### config.mk
export PLATFORM = sky130hd
export DESIGN_NAME = gray_wr_ptr_ctrl
export DESIGN_NICKNAME = d
export VERILOG_FILES = /design/src/rtl/gray_wr_ptr_ctrl.sv
export SDC_FILE = /design/constraint.sdc
export NUM_CORES = 1
export LEC_CHECK = 0
export CAP_MARGIN = 10
export CELL_PAD_IN_SITES_DETAIL_PLACEMENT = 2
export CELL_PAD_IN_SITES_GLOBAL_PLACEMENT = 2
export CORE_ASPECT_RATIO = 1.2
export CORE_MARGIN = 1
export CORE_UTILIZATION = 37
export DETAILED_ROUTE_END_ITERATION = 10
export GPL_TIMING_DRIVEN = 0
export HOLD_SLACK_MARGIN = 0.08
export PLACE_DENSITY = 0.83
export SLEW_MARGIN = 20
export SYNTH_ARGS = -nofsm -noshare
export SYNTH_HDL_FRONTEND = slang
export SYNTH_SLANG_ARGS = --single-unit
### constraint.sdc
create_clock -name clk -period 8.6 [get_ports clk]
set_input_delay 2.58 -clock clk [delete_from_list [all_inputs] [get_ports clk]]
set_output_delay 2.58 -clock clk [all_outputs]
set_load 0.01 [all_outputs]
### src/rtl/gray_wr_ptr_ctrl.sv
// Write-side controller for a gray-coded FIFO pointer: req/ack write acceptance,
// binary/gray write pointer, synchronised read pointer and registered full/level flags.
`timescale 1ns/1ps
module gray_wr_ptr_ctrl #(
  parameter int K           = 8,
  parameter int SYNC_STAGES = 2,
  parameter int AF_MARGIN   = 4
) (
  input  logic         clk,
  input  logic         rst,
  input  logic         wr_req,
  output logic         wr_ack,
  output logic         mem_we,
  output logic [K-1:0] wr_addr,
  output logic [K:0]   wr_ptr_gray,
  input  logic [K:0]   rd_ptr_gray,
  output logic         full,
  output logic         almost_full,
  output logic [K:0]   level,
  output logic         ready
);

  localparam int            CW        = $clog2(SYNC_STAGES + 2);
  localparam logic [CW-1:0] INIT_LAST = CW'(SYNC_STAGES);
  localparam logic [K:0]    AF_LEVEL  = (K+1)'((1 << K) - AF_MARGIN);

  typedef enum logic [0:0] {
    ST_INIT = 1'b0,
    ST_RUN  = 1'b1
  } state_t;

  state_t        state_q, state_d;
  logic [CW-1:0] init_cnt_q, init_cnt_d;
  logic          ready_q, ready_d;
  logic [K:0]    wr_bin_q, wr_bin_d;
  logic [K:0]    wr_gray_q, wr_gray_d;
  logic [K:0]    level_q, level_d;
  logic          full_q, full_d;
  logic          af_q, af_d;
  logic [K:0]    sync_q [SYNC_STAGES];
  logic [K:0]    rs_gray_s;
  logic [K:0]    rd_bin_s;
  logic          accept_s;

  function automatic logic [K:0] bin2gray(input logic [K:0] b);
    return b ^ (b >> 1);
  endfunction

  // MSB-first prefix XOR.
  function automatic logic [K:0] gray2bin(input logic [K:0] g);
    logic [K:0] b;
    b[K] = g[K];
    for (int i = K - 1; i >= 0; i--) begin
      b[i] = b[i+1] ^ g[i];
    end
    return b;
  endfunction

  // Init sequencing: hold off writes until the read-pointer sync chain has refilled.
  always_comb begin
    state_d    = state_q;
    init_cnt_d = init_cnt_q;
    ready_d    = ready_q;
    case (state_q)
      ST_INIT: begin
        if (init_cnt_q == INIT_LAST) begin
          state_d = ST_RUN;
          ready_d = 1'b1;
        end else begin
          init_cnt_d = init_cnt_q + CW'(1);
        end
      end
      ST_RUN: begin
        ready_d = 1'b1;
      end
      default: begin
        state_d    = ST_INIT;
        init_cnt_d = '0;
        ready_d    = 1'b0;
      end
    endcase
  end

  // Pointer advance and flags, all computed from the next-state write pointer.
  always_comb begin
    accept_s = ready_q & wr_req & ~full_q;
    if (accept_s) begin
      wr_bin_d = wr_bin_q + (K+1)'(1);
    end else begin
      wr_bin_d = wr_bin_q;
    end
    wr_gray_d = bin2gray(wr_bin_d);
    rs_gray_s = sync_q[SYNC_STAGES-1];
    rd_bin_s  = gray2bin(rs_gray_s);
    full_d    = (wr_gray_d == {~rs_gray_s[K:K-1], rs_gray_s[K-2:0]});
    level_d   = wr_bin_d - rd_bin_s;
    af_d      = (level_d >= AF_LEVEL);
  end

  // Control and pointer registers.
  always_ff @(posedge clk or posedge rst) begin
    if (rst) begin
      state_q    <= ST_INIT;
      init_cnt_q <= '0;
      ready_q    <= 1'b0;
      wr_bin_q   <= '0;
      wr_gray_q  <= '0;
      level_q    <= '0;
      full_q     <= 1'b0;
      af_q       <= 1'b0;
    end else begin
      state_q    <= state_d;
      init_cnt_q <= init_cnt_d;
      ready_q    <= ready_d;
      wr_bin_q   <= wr_bin_d;
      wr_gray_q  <= wr_gray_d;
      level_q    <= level_d;
      full_q     <= full_d;
      af_q       <= af_d;
    end
  end

  // Read-pointer synchroniser chain.
  always_ff @(posedge clk or posedge rst) begin
    if (rst) begin
      for (int i = 0; i < SYNC_STAGES; i++) begin
        sync_q[i] <= '0;
      end
    end else begin
      sync_q[0] <= rd_ptr_gray;
      for (int i = 1; i < SYNC_STAGES; i++) begin
        sync_q[i] <= sync_q[i-1];
      end
    end
  end

  assign wr_ack      = accept_s;
  assign mem_we      = accept_s;
  assign wr_addr     = wr_bin_q[K-1:0];
  assign wr_ptr_gray = wr_gray_q;
  assign full        = full_q;
  assign almost_full = af_q;
  assign level       = level_q;
  assign ready       = ready_q;

endmodule

==> metrics.md, run 1 <==
| Metric | Value |
|---|---|
| Outcome | `finished, final reports clean` |
| Max-cap violations | `0` |
| Most frequent cell after synthesis | `dfrtp_1` |
| Die area | `7357 sq um` |
| Post-Syn Instances | `between 200 and 250` |
| Share of post-route cells with drive strength above 1 | `7.774%` |
| Area leader, netlist | `dfrtp_1` |
| # port buffers | `between 40 and 50` |
| Largest cells by area after synthesis | `dfrtp_1 (48%), xnor2_1 (6.7%), ha_1 (4.8%)` |
| # Post-CTS Setup Buffers | `0` |
| Syn nets | `about 260` |
| #FFs+latches synth | `50` |
| FILL cells | `roughly 730` |
| Synth cell types | `53` |
| Ports | `between 40 and 50` |
| Area of the multi-input gates | `between 1000 and 1500 sq um` |
| Total track usage | `21.50%` |
| Hold path depth | `0` |
| Pins over their slew limit | `0` |
| CTS Buf Count | `5` |
| CP endpoint kind | `output port` |
| PwrDens | `334.0 nW/um^2` |
| Sw Share | `a little over two fifths` |
| Initial antenna violation count | `0` |
| TritonCTS clock tree | `yes` |
| RSZ-0062 raised after global routing | `no` |
| Total number of vias | `1,952` |
| Sequential fraction of the synthesis area | `about half` |
| Number of flops mapped to enable cells by yosys | `0` |
| Hold buffers post-CTS | `0` |
| Logic pwr share | `approximately 56%` |
| Setup_tns | `0 ns` |
| Reg clk slew, reported paths | `0.09 ns` |
| Clock network fraction of total power | `around an eighth` |
| FFs w/ async S/R, synth | `100.0%` |
| GPL Wtd Cong | `approximately 0.83` |
| Maximum number of pins on one net before global-route repair | `32` |
| Worst Max-Slew Pin Slew | `between 0.5 and 0.6 ns` |
| P&R area growth vs syn | `24.82%` |
| Worst path arrival time | `about 4.4 ns` |
| # H-tree levels | `2` |
| Final Hold Viols | `0` |
| Antenna Nets Post-Route | `0` |
| Fin crit share | `80.92%` |
| Max Clock Skew | `between 0.008 and 0.009 ns` |
| Internal power | `0.0006284 W` |
| Commonest cells in the synthesized netlist | `dfrtp_1 (50), xnor2_1 (20), a21oi_1 (14), nor2_1 (14), o21ai_0 (14)` |
| Lkg Pwr | `around 1.4 nW` |
| Nets@finish | `between 300 and 400` |
| Maximum vdd drop | `about 0.00019 V` |
| Net switching power | `0.0004539 W` |
| FF-to-FF path depth | `15` |
| Vias in the first global route | `2,203` |
| Post_cts resized | `0` |
| Final setup fails | `0` |
| Syn Std Cell Area | `~2600 sq um` |
| Die Wd | `roughly 80 um` |
| Worst path cell trace | `clkdlybuf4s50_1 -> nand3b_2 -> clkinv_1 -> buf_4 -> clkdlybuf4s50_1` |
| Post-DP HPWL | `5.096 mm` |
| DRC marker count from the first detailed-route iteration | `111` |
| Slowest CP cell | `clkdlybuf4s50_1` |
| First-pass GRT wire length | `about 12 mm` |
| Starting Density | `about two fifths` |
| DRT Wirelength | `just over 7 mm` |
| Worst setup path class | `primary input to output port` |
| Critical Path Most Common Cell | `clkdlybuf4s50_1` |
| Clk root buf | `clkbuf_8` |
| Routed vias/inst | `~5.3` |
| Hold Crit Class | `flip-flop to flip-flop` |
| CP Buf/Inv Count | `4` |
| Synth warn | `0` |
| Register area | `between 1000 and 1500 sq um` |
| Row count | `33` |
| Congestion Overflow GR | `0` |
| Drt drc | `0` |
| Clock period minus worst slack | `~7.0 ns` |
| Levels on crit path | `5` |
| Skew-Pair Late Insertion Delay | `0.30 ns` |
| Relative slew slack | `about three fifths` |
| Worst-path fanout max | `10` |
| Worst EP required | `~6 ns` |
| Drt first pass iters | `4` |
| Largest delay share family, worst path | `buffers and inverters` |
| # diodes | `0` |
| Deepest clock path buffer count | `2` |
| Die Y | `around 94 um` |
| TritonCTS sink count | `50` |
| CP peak stage delay | `0.47 ns` |
| Worst Setup Start Kind | `primary input` |
| Most common flop cell mapped by yosys | `dfrtp_1` |
| Fmax | `approximately 0.14 GHz` |
| Drt wl/cell | `slightly below 20 um` |
| Flop pwr share | `30.3%` |
| Core Util, Final | `47.57%` |
| Syn Area/Cell | `roughly 11 sq um` |
| Yosys top cell area share | `roughly half` |
| Core area | `around 6800 sq um` |
==> cells in the final DEF (no fill, tap or decap), types with 3 or more instances in the layout <==
| cell | Yosys | routed |
|---|---|---|
| xnor2_1 | 20 | 20 |
| nor4_1 | 3 | 3 |
| nand2_1 | 10 | 10 |
| nand3_1 | 4 | 4 |
| clkbuf_1 | 8 | 8 |
| xor2_1 | 13 | 13 |
| and3_1 | 3 | 3 |
| o21ai_0 | 14 | 14 |
| clkbuf_8 | 0 | 6 |
| dfrtp_1 | 50 | 50 |
| ha_1 | 10 | 10 |
| clkdlybuf4s50_1 | 0 | 42 |
| nand2b_1 | 3 | 3 |
| a21o_1 | 3 | 3 |
| nor2_1 | 14 | 14 |
| inv_1 | 10 | 9 |
| a21oi_1 | 14 | 14 |
| nor3_1 | 4 | 4 |
==> final cells by class <==
| type | count | area share (%) |
|---|---|---|
| clock inverters | 2 | 0.3861 |
| clock buffers | 6 | 2.548 |
| well taps | 87 | 3.359 |
| plain buffers | 12 | 1.892 |
| multi-input cells | 159 | 38.34 |
| inverters | 11 | 1.274 |
| repair buffers | 43 | 13.59 |
| flip-flops and latches | 50 | 38.61 |
==> flip-flops by register name, summed over array words and instances (netlist names) <==
| name | count |
|---|---|
| rs_gray_s | 9 |
| wr_ptr_gray | 8 |
| wr_bin_q | 9 |
| ready | 1 |
| state_q | 1 |
| level | 9 |
| full | 1 |
| sync_q | 9 |
| init_cnt_q | 2 |
| almost_full | 1 |
==> stage by stage <==
step	hold slack [ns]	cell area [sq um]	total power, W	cells	setup slack (ns)
after CTS	0.3666	3241	0.001093	370	1.633
after global routing	0.3706	3241	0.001157	370	1.574
after floorplan	0.3312	2596	0.0006985	232	2.781
after global placement	0.3318	3126	0.0008949	361	1.654
final	0.3624	3241	0.001082	370	1.641
after detailed placement	0.3380	3146	0.0009250	362	1.641
==> worst paths after layout <==
check                        startpoint              to  slack (ns)
min reg2reg                  sync_q[13]    rs_gray_s[4]        0.36
max in group asynchronous           rst  wr_ptr_gray[4]        5.46
max                              wr_req          wr_ack        1.64
min                          sync_q[13]    rs_gray_s[4]        0.36
min in group asynchronous           rst  wr_ptr_gray[0]        2.61
max reg2reg                rs_gray_s[8]     almost_full        4.20
==> routing by layer <==
metal,GRT usage (%),part of all wire (%)
met1,27.52,45
met2,38.30,52
met3,2.524,1.9
met4,5.556,1.1
met5,0,0
==> power by group through the flow <==
stage                     logic (W)  clock network, W  registers, W
after floorplan            0.000348                 0      0.000351
after global placement     0.000564                 0      0.000331
after detailed placement   0.000593                 0      0.000332
after CTS                  0.000615          0.000149      0.000329
after global routing       0.000667          0.000156      0.000334
final                      0.000610          0.000144      0.000328
==> logic make-up (layout without fill, tap and decap cells) <==
logic type | Yosys count | count (layout) | share of synthesized area (%)
adders and majority gates | 11 | 11 | 5.590
muxes | 2 | 2 | 0.7711
xor gates and xnor gates | 40 | 40 | 17.45
and+or+nand+nor | 54 | 54 | 11.09
buffers and inverters | 23 | 74 | 3.951
DFF | 50 | 50 | 48.19
AOI/OAI and AO/OA | 52 | 52 | 12.96
Note: power is estimated with default switching activity, not from simulation.
==> inputs of run 2 (changes only) <==
Settings changed: CORE_UTILIZATION 37 to 34, PLACE_DENSITY 0.83 to 0.77.
Clock period 8.6 ns to 6.8 ns, I/O delays scaled along.
==> metrics.md, run 2 (synthesis results as in run 1) <==
| Metric | Value |
|---|---|
| Clk root buf | `clkbuf_8` |
| P&R area growth vs syn | `24.34%` |
| RSZ-0062 raised after global routing | `no` |
| TritonCTS sink count | `50` |
| Slowest CP cell | `clkdlybuf4s50_1` |
| Post-DP HPWL | `4.706 mm` |
| Post_cts resized | `0` |
| Row count | `34` |
| Ports | `43` |
| Drt first pass iters | `4` |
| Worst path cell trace | `clkdlybuf4s50_1 -> nand3b_2 -> clkinv_1 -> buf_4 -> clkdlybuf4s50_1` |
| Total number of vias | `between 1,500 and 2,000` |
| Clock period minus worst slack | `between 5 and 6 ns` |
| # Post-CTS Setup Buffers | `0` |
| Drt wl/cell | `17.30 um` |
| Antenna Nets Post-Route | `0` |
| Critical Path Most Common Cell | `clkdlybuf4s50_1` |
| Worst Setup Start Kind | `primary input` |
| FF-to-FF path depth | `15` |
| CTS Buf Count | `5` |
| Initial antenna violation count | `0` |
| DRT Wirelength | `between 6 and 7 mm` |
| Starting Density | `between 30% and 40%` |
| Pins over their slew limit | `0` |
| # H-tree levels | `2` |
| Core area | `7317 sq um` |
| CP endpoint kind | `output port` |
| GPL Wtd Cong | `roughly 0.80` |
| Max-cap violations | `0` |
| Hold path depth | `0` |
| Hold buffers post-CTS | `0` |
| Lkg Pwr | `1.401 nW` |
| Die area | `7991 sq um` |
| Worst-path fanout max | `10` |
| Fin crit share | `a little under nine tenths` |
| Routed vias/inst | `about 5` |
| Worst EP required | `4.76 ns` |
| Final Power | `0.001322 W` |
| Die Y | `just under 100 um` |
| TritonCTS clock tree | `yes` |
| Reg clk slew, reported paths | `approximately 0.10 ns` |
| Relative slew slack | `a little over three fifths` |
| Worst path arrival time | `around 3.8 ns` |
| CP peak stage delay | `about 0.46 ns` |
| Skew-Pair Late Insertion Delay | `0.31 ns` |
| Hold Crit Class | `flip-flop to flip-flop` |
| Commonest non-fill, non-tap cell in the layout | `dfrtp_1` |
| Core Util, Final | `44.12%` |
| Vias in the first global route | `2,094` |
| PwrDens | `409.6 nW/um^2` |
| Nets@finish | `305` |
| Worst Max-Slew Pin Slew | `roughly 0.55 ns` |
| Drt drc | `0` |
| # port buffers | `42` |
| Fin Hold WS | `between 0.3 and 0.4 ns` |
| Share of post-route cells with drive strength above 1 | `7.447%` |
| Most frequent cells in the layout | `dfrtp_1 (50), clkdlybuf4s50_1 (42), xnor2_1 (20)` |
| Final Hold Viols | `0` |
| Total track usage | `between 10% and 20%` |
| Outcome | `finished, final reports clean` |
| Setup_tns | `0 ns` |
| Die Wd | `81.77 um` |
| Congestion Overflow GR | `0` |
| Deepest clock path buffer count | `2` |
| Fmax | `between 0.15 and 0.2 GHz` |
| Max Clock Skew | `0.01324 ns` |
| Final setup fails | `0` |
| First-pass GRT wire length | `about 11 mm` |
| Maximum number of pins on one net before global-route repair | `31` |
| DRC marker count from the first detailed-route iteration | `43` |
| Maximum vdd drop | `0.0002009 V` |
| # diodes | `0` |
| Worst setup path class | `primary input to output port` |
run 2: changes by cell type in the layout (fill, tap and decap cells not counted):
cell / previous run / this run
clkinvlp_4: 1 / 0
clkinv_2: 1 / 2
clkbuf_8: 6 / 5
run 2: where the power goes:
part	internal (W)	switching, W
Combinational	0.000338	0.000403
Sequential	0.000372	0.0000422
Clock	0.0000693	0.0000970
Total	0.000780	0.000542
run 2: final timing paths:
check | startpoint | end | slack [ns]
hold / removal | sync_q[11] | rs_gray_s[2] | 0.35
max in group asynchronous | rst | rs_gray_s[5] | 4.23
hold reg to reg | sync_q[11] | rs_gray_s[2] | 0.35
setup / recovery | wr_req | wr_ack | 0.95
min in group asynchronous | rst | sync_q[9] | 2.06
setup reg to reg | rs_gray_s[8] | almost_full | 2.76
run 2: final cells by class:
| class | instances | area, sq um |
|---|---|---|
| clock buffer | 5 | 68.82 |
| inverter | 11 | 41.29 |
| timing repair buffer | 43 | 440.4 |
| fill | 788 | 4089 |
| buffer | 12 | 61.31 |
| clock inverter | 2 | 10.01 |
| tap | 90 | 112.6 |
| multi-input combinational | 159 | 1242 |
| sequential | 50 | 1251 |
run 2: routing by layer:
layer  share of wire, %  global-route usage, %  vias to the layer above
li1                   -                      -                      897
met1                 44                  22.75                      950
met2                 52                  30.83                       35
met3                2.2                  2.535                       11
met4                2.6                  7.962                        0
met5                  0                      0                        -
run 2: stage by stage:
step	area [sq um]	setup WS (ns)	std cells
CTS	3228	0.9412	372
global route	3228	0.8621	372
global placement	3129	0.9328	364
detailed placement	3149	0.9579	365
floorplan	2596	2.061	232
finish	3228	0.9511	372
run 2: critical path, delay by kind of cell:
family	cells	cell delay [ns]
buf+inv	4	1.49
simple gates	1	0.28
==> variant 1, RTL diff (config.mk and constraints of run 1) <==
Reset style: synchronous (`rst`), changed in 2 clocked blocks.
--- a/src/rtl/gray_wr_ptr_ctrl.sv
+++ b/src/rtl/gray_wr_ptr_ctrl.sv
@@ -100,3 +100,3 @@
   // Control and pointer registers.
-  always_ff @(posedge clk or posedge rst) begin
+  always_ff @(posedge clk) begin
     if (rst) begin
@@ -123,3 +123,3 @@
   // Read-pointer synchroniser chain.
-  always_ff @(posedge clk or posedge rst) begin
+  always_ff @(posedge clk) begin
     if (rst) begin
Formal check against the unedited RTL: differs if rst is asserted again (counterexample within 4 cycles, from zero or initial values and one cycle with rst high); with rst held inactive, the same outputs for 10 cycles.
==> variant 1 against run 1 <==
- first-iteration DRC count is 26% lower
- cell area is 0.93% higher
- routed wire length is 8.8% higher
- highest routed layer unchanged
- clock skew is 1.2 ps lower
- sequential cell count stayed put
- worst setup slack better by 150 ps
- utilization is 0.15 points higher
- synthesized area is 1.3% higher
Power is not compared: it rests on default switching activity, and its combinational part moved more than twofold at a synthesized area within 25%.
==> variant 1: results (changes against run 1) <==
- First-pass GRT wire length: 13080 µm (was 11990 µm)
- Drt wl/cell: 18.62 µm (was 19.65 µm)
- Num CTS Buffers: 5 (unchanged)
- Post-CTS setup repair buffer count: 0 (unchanged)
- Warnings from Yosys: 0 (unchanged)
- Share of layout cells above drive strength 1: 7.101% (was 7.774%)
- CTS root buffer: clkbuf_8 (unchanged)
- Fillers: 779 (was 729)
- N_diodes: 0 (unchanged)
- Gr usage total: 23.45% (was 21.50%)
- Crit-path max FO: 6 (was 10)
- Fin Clk Skew: 7.276 ps (was 8.447 ps)
- Pleak: 1.296 nW
- Top cells by area, synth: dfxtp_1, xnor2_1, nor2b_1, nor2_1, ha_1 (was dfrtp_1, xnor2_1, ha_1, xor2_1, a21oi_1)
- FF+latch count: 50 (unchanged)
- Clk Latency, worst-skew pair: between 300 and 400 ps
- Sequential cell area share: 30.60% (was 38.61%)
- CLK BUF: 6 (unchanged)
- Gpl congestion: 0.9002 (was 0.8316)
- Non-CTS buffers: 61 (was 55)
- NonClk Buf Share: 15.42% (was 15.48%)
- Hold Path Class: flip-flop to flip-flop (unchanged)
- Outcome: finished clean (unchanged)
- First-pass iteration count of the detailed router: 4 (unchanged)
- Final net count: 361 (was 305)
- FF-to-FF setup slack: 4390 ps (was 4200 ps)
- Worst-path clk slew: around 80 ps
- Largest net degree at the start of global routing: 15 (was 32)
- Worst Tran Pin Value: 1008 ps (was 591.5 ps)
- Number of vias per cell: 5.294 (was 5.276)
- Netlist cell types: 54 (was 53)
- I/O Buffers: 42 (unchanged)
- Multi-In Gates: 209 (was 159)
- Sequential-to-total area share from yosys stat: 38.08% (was 48.19%)
- Ys async rst share: 0% (was 100.0%)
- FMAX: 146.9 MHz (was 143.7 MHz)
- DP HPWL: 5982 µm (was 5096 µm)
- Syn nets: 312 (was 255)
- Area after DPL: 3158 µm² (was 3146 µm²)
- Footprint of the multi-input gates: 1503 µm² (was 1242 µm²)
- Pre-CTS setup slack: 1777 ps (was 1641 ps)
- Minimum hold slack: 447.4 ps (was 362.4 ps)
- CP arrival: 4230 ps (was 4380 ps)
- Logic inverters: 11 (unchanged)
- Multi-input combinational area share: 45.94% (was 38.34%)
- Most common flop cell mapped by yosys: dfxtp_1 (was dfrtp_1)
- Vias in the first global route: 2520 (was 2203)
- ClkCell Share: 3.443% (was 2.934%)
- Synth cell count leaders: dfxtp_1, nor2_1, nor2b_1 (was dfrtp_1, xnor2_1, a21oi_1, nor2_1, o21ai_0)
- DRT iter0 DRCs: 82 (was 111)
## variant 1: through the flow
| stage | power (mW) | cells |
|---|---|---|
| floorplan | 0.3859 | 289 |
| global placement | 0.4503 | 418 |
| detailed placement | 0.4607 | 418 |
| CTS | 0.6382 | 425 |
| global route | 0.6620 | 425 |
| finish | 0.6306 | 425 |
## variant 1: path summary, 6_finish.rpt
path / start / endpoint / depth (start not counted)
max: wr_req / wr_ack / 5
min: sync_q[0][5]$_SDFF_PP0_ / sync_q[0][14]$_SDFF_PP0_ / 1
max reg2reg: sync_q[0][16]$_SDFF_PP0_ / almost_full$_SDFF_PP0_ / 15
min reg2reg: sync_q[0][5]$_SDFF_PP0_ / sync_q[0][14]$_SDFF_PP0_ / 1
## variant 1: critical path, cell delays in order
cell and delay [ps]:
clkdlybuf4s50_1 500, and3b_1 170, clkbuf_1 290, buf_4 170
clkdlybuf4s50_1 520
## variant 1: logic make-up (layout without fill, tap and decap cells)
| group | count (synthesis) | count (layout) | synth area share [%] |
|---|---|---|---|
| mux | 4 | 4 | 1.523 |
| fa+ha+maj | 11 | 11 | 5.521 |
| compound gates | 48 | 48 | 12.09 |
| xor+xnor | 37 | 37 | 15.95 |
| buf+inv | 30 | 79 | 4.760 |
| simple gates | 109 | 109 | 22.09 |
| flops | 50 | 50 | 38.08 |
## variant 1: routing by layer
metal | wire length [µm] | share of wire [%] | vias to the layer above | track usage [%]
li1 | - | - | 1078 | -
met1 | 3293 | 42 | 1127 | 25.95
met2 | 4295 | 54 | 35 | 45.58
met3 | 187 | 2.4 | 10 | 3.188
met4 | 138 | 1.7 | 0 | 7.576
met5 | 0 | 0 | - | 0
## variant 1: report_power, final
part	internal, mW	switching, mW	total (mW)
combinational	0.0942	0.0925	0.187
sequential	0.258	0.0141	0.272
clock	0.0932	0.0792	0.172
==> variant 2, RTL diff (config.mk and constraints of run 1) <==
Made on the original files. `K`: 8 -> 10.
--- a/src/rtl/gray_wr_ptr_ctrl.sv
+++ b/src/rtl/gray_wr_ptr_ctrl.sv
@@ -4,3 +4,3 @@
 module gray_wr_ptr_ctrl #(
-  parameter int K           = 8,
+  parameter int K           = 10,
   parameter int SYNC_STAGES = 2,
Interface: changed (resized level, rd_ptr_gray, wr_addr and wr_ptr_gray); port bits go from 43 to 51. No check against the original RTL was run, so the function may have changed too.
==> variant 2 against run 1 <==
- the run now ends with DRC left
- critical path depth increased by 1
- routed wire length is 18% higher
- register-to-register slack worse by 90 ps
- count of clock-buffer cells in the layout rose by 5
- combinational power up 18%
- sequential cell count grew 10
- synthesized area is 16% higher
- clock skew increased by 1.8 ps
- cell area rose by 19%
- worst setup slack lost 170 ps
- worst hold slack worse by 14 ps
- die area grew 16%
- total power up 26%
- highest routed layer unchanged
==> variant 2: results (changes against run 1) <==
- I/O Buffers: 50 (was 42)
- VDD IR-drop max: 222.2 µV (was 185.3 µV)
- Internal: 813.0 µW (was 628.4 µW)
- WL met1: 3617 µm (was 3293 µm)
- Crit-path max FO: 11 (was 10)
- Met2 usage: 38.90% (was 38.30%)
- Met2 wire length: 4475 µm (was 3758 µm)
- Routed wire length: 8553 µm (was 7272 µm)
- Pleak: 1.722 nW (was 1.404 nW)
- Fin Clk Skew: 10.21 ps (was 8.447 ps)
- Netlist cell types: 52 (was 53)
- Outcome: finished with violations (was finished clean)
- Gpl congestion: 0.7778 (was 0.8316)
- Pre-CTS setup slack: 1516 ps (was 1641 ps)
- DRT iter0 DRCs: 91 (was 111)
- FF-to-FF setup slack: 4110 ps (was 4200 ps)
- Failing checks: DRC
- First-pass iteration count of the detailed router: 7 (was 4)
- Share of layout cells above drive strength 1: 11.45% (was 7.774%)
- Relative slew margins: 61.34% (was 60.26%)
- Gr usage total: 22.07% (was 21.50%)
- Final net count: 354 (was 305)
- Area after DPL: 3655 µm² (was 3146 µm²)
- Period Utilization, post-route: 82.85% (was 80.92%)
- Clk Latency, worst-skew pair: 340 ps (was 300 ps)
- First-pass GRT wire length: 14090 µm (was 11990 µm)
- Num CTS Buffers: 9 (was 5)
- # DRC: 8 (was 0)
- H-tree levels: 3 (was 2)
- Power Clock: 260 µW (was 144 µW)
variant 2: stage by stage:
step                power, mW  cells
floorplan              0.8293    265
global placement        1.049    407
detailed placement      1.086    408
CTS                     1.379    424
global route            1.452    424
finish                  1.362    424
variant 2: cell type report:
| cell class | instances | share of cell area (%) |
|---|---|---|
| tap | 92 | 2.985 |
| sequential | 60 | 38.94 |
| inverter | 14 | 1.428 |
| clock buffer | 11 | 3.666 |
| timing repair buffer | 51 | 13.69 |
| clock inverter | 5 | 1.557 |
| multi-input combinational | 176 | 35.79 |
| buffer | 15 | 1.947 |
variant 2: cells by family after synthesis:
kind of cell,Yosys count,share of synthesized area [%]
compound gates,55,12.35
fa+ha+maj,13,5.655
xor+xnor,52,17.51
mux,2,0.6653
simple gates,54,9.688
buf+inv,29,4.241
flops,60,49.90
variant 2: worst max-delay path, cell delays in order:
cell and delay (ps):
clkdlybuf4s50_1 480, nand3b_1 210, inv_1 280, buf_2 320, buf_4 150, clkdlybuf4s50_1 520
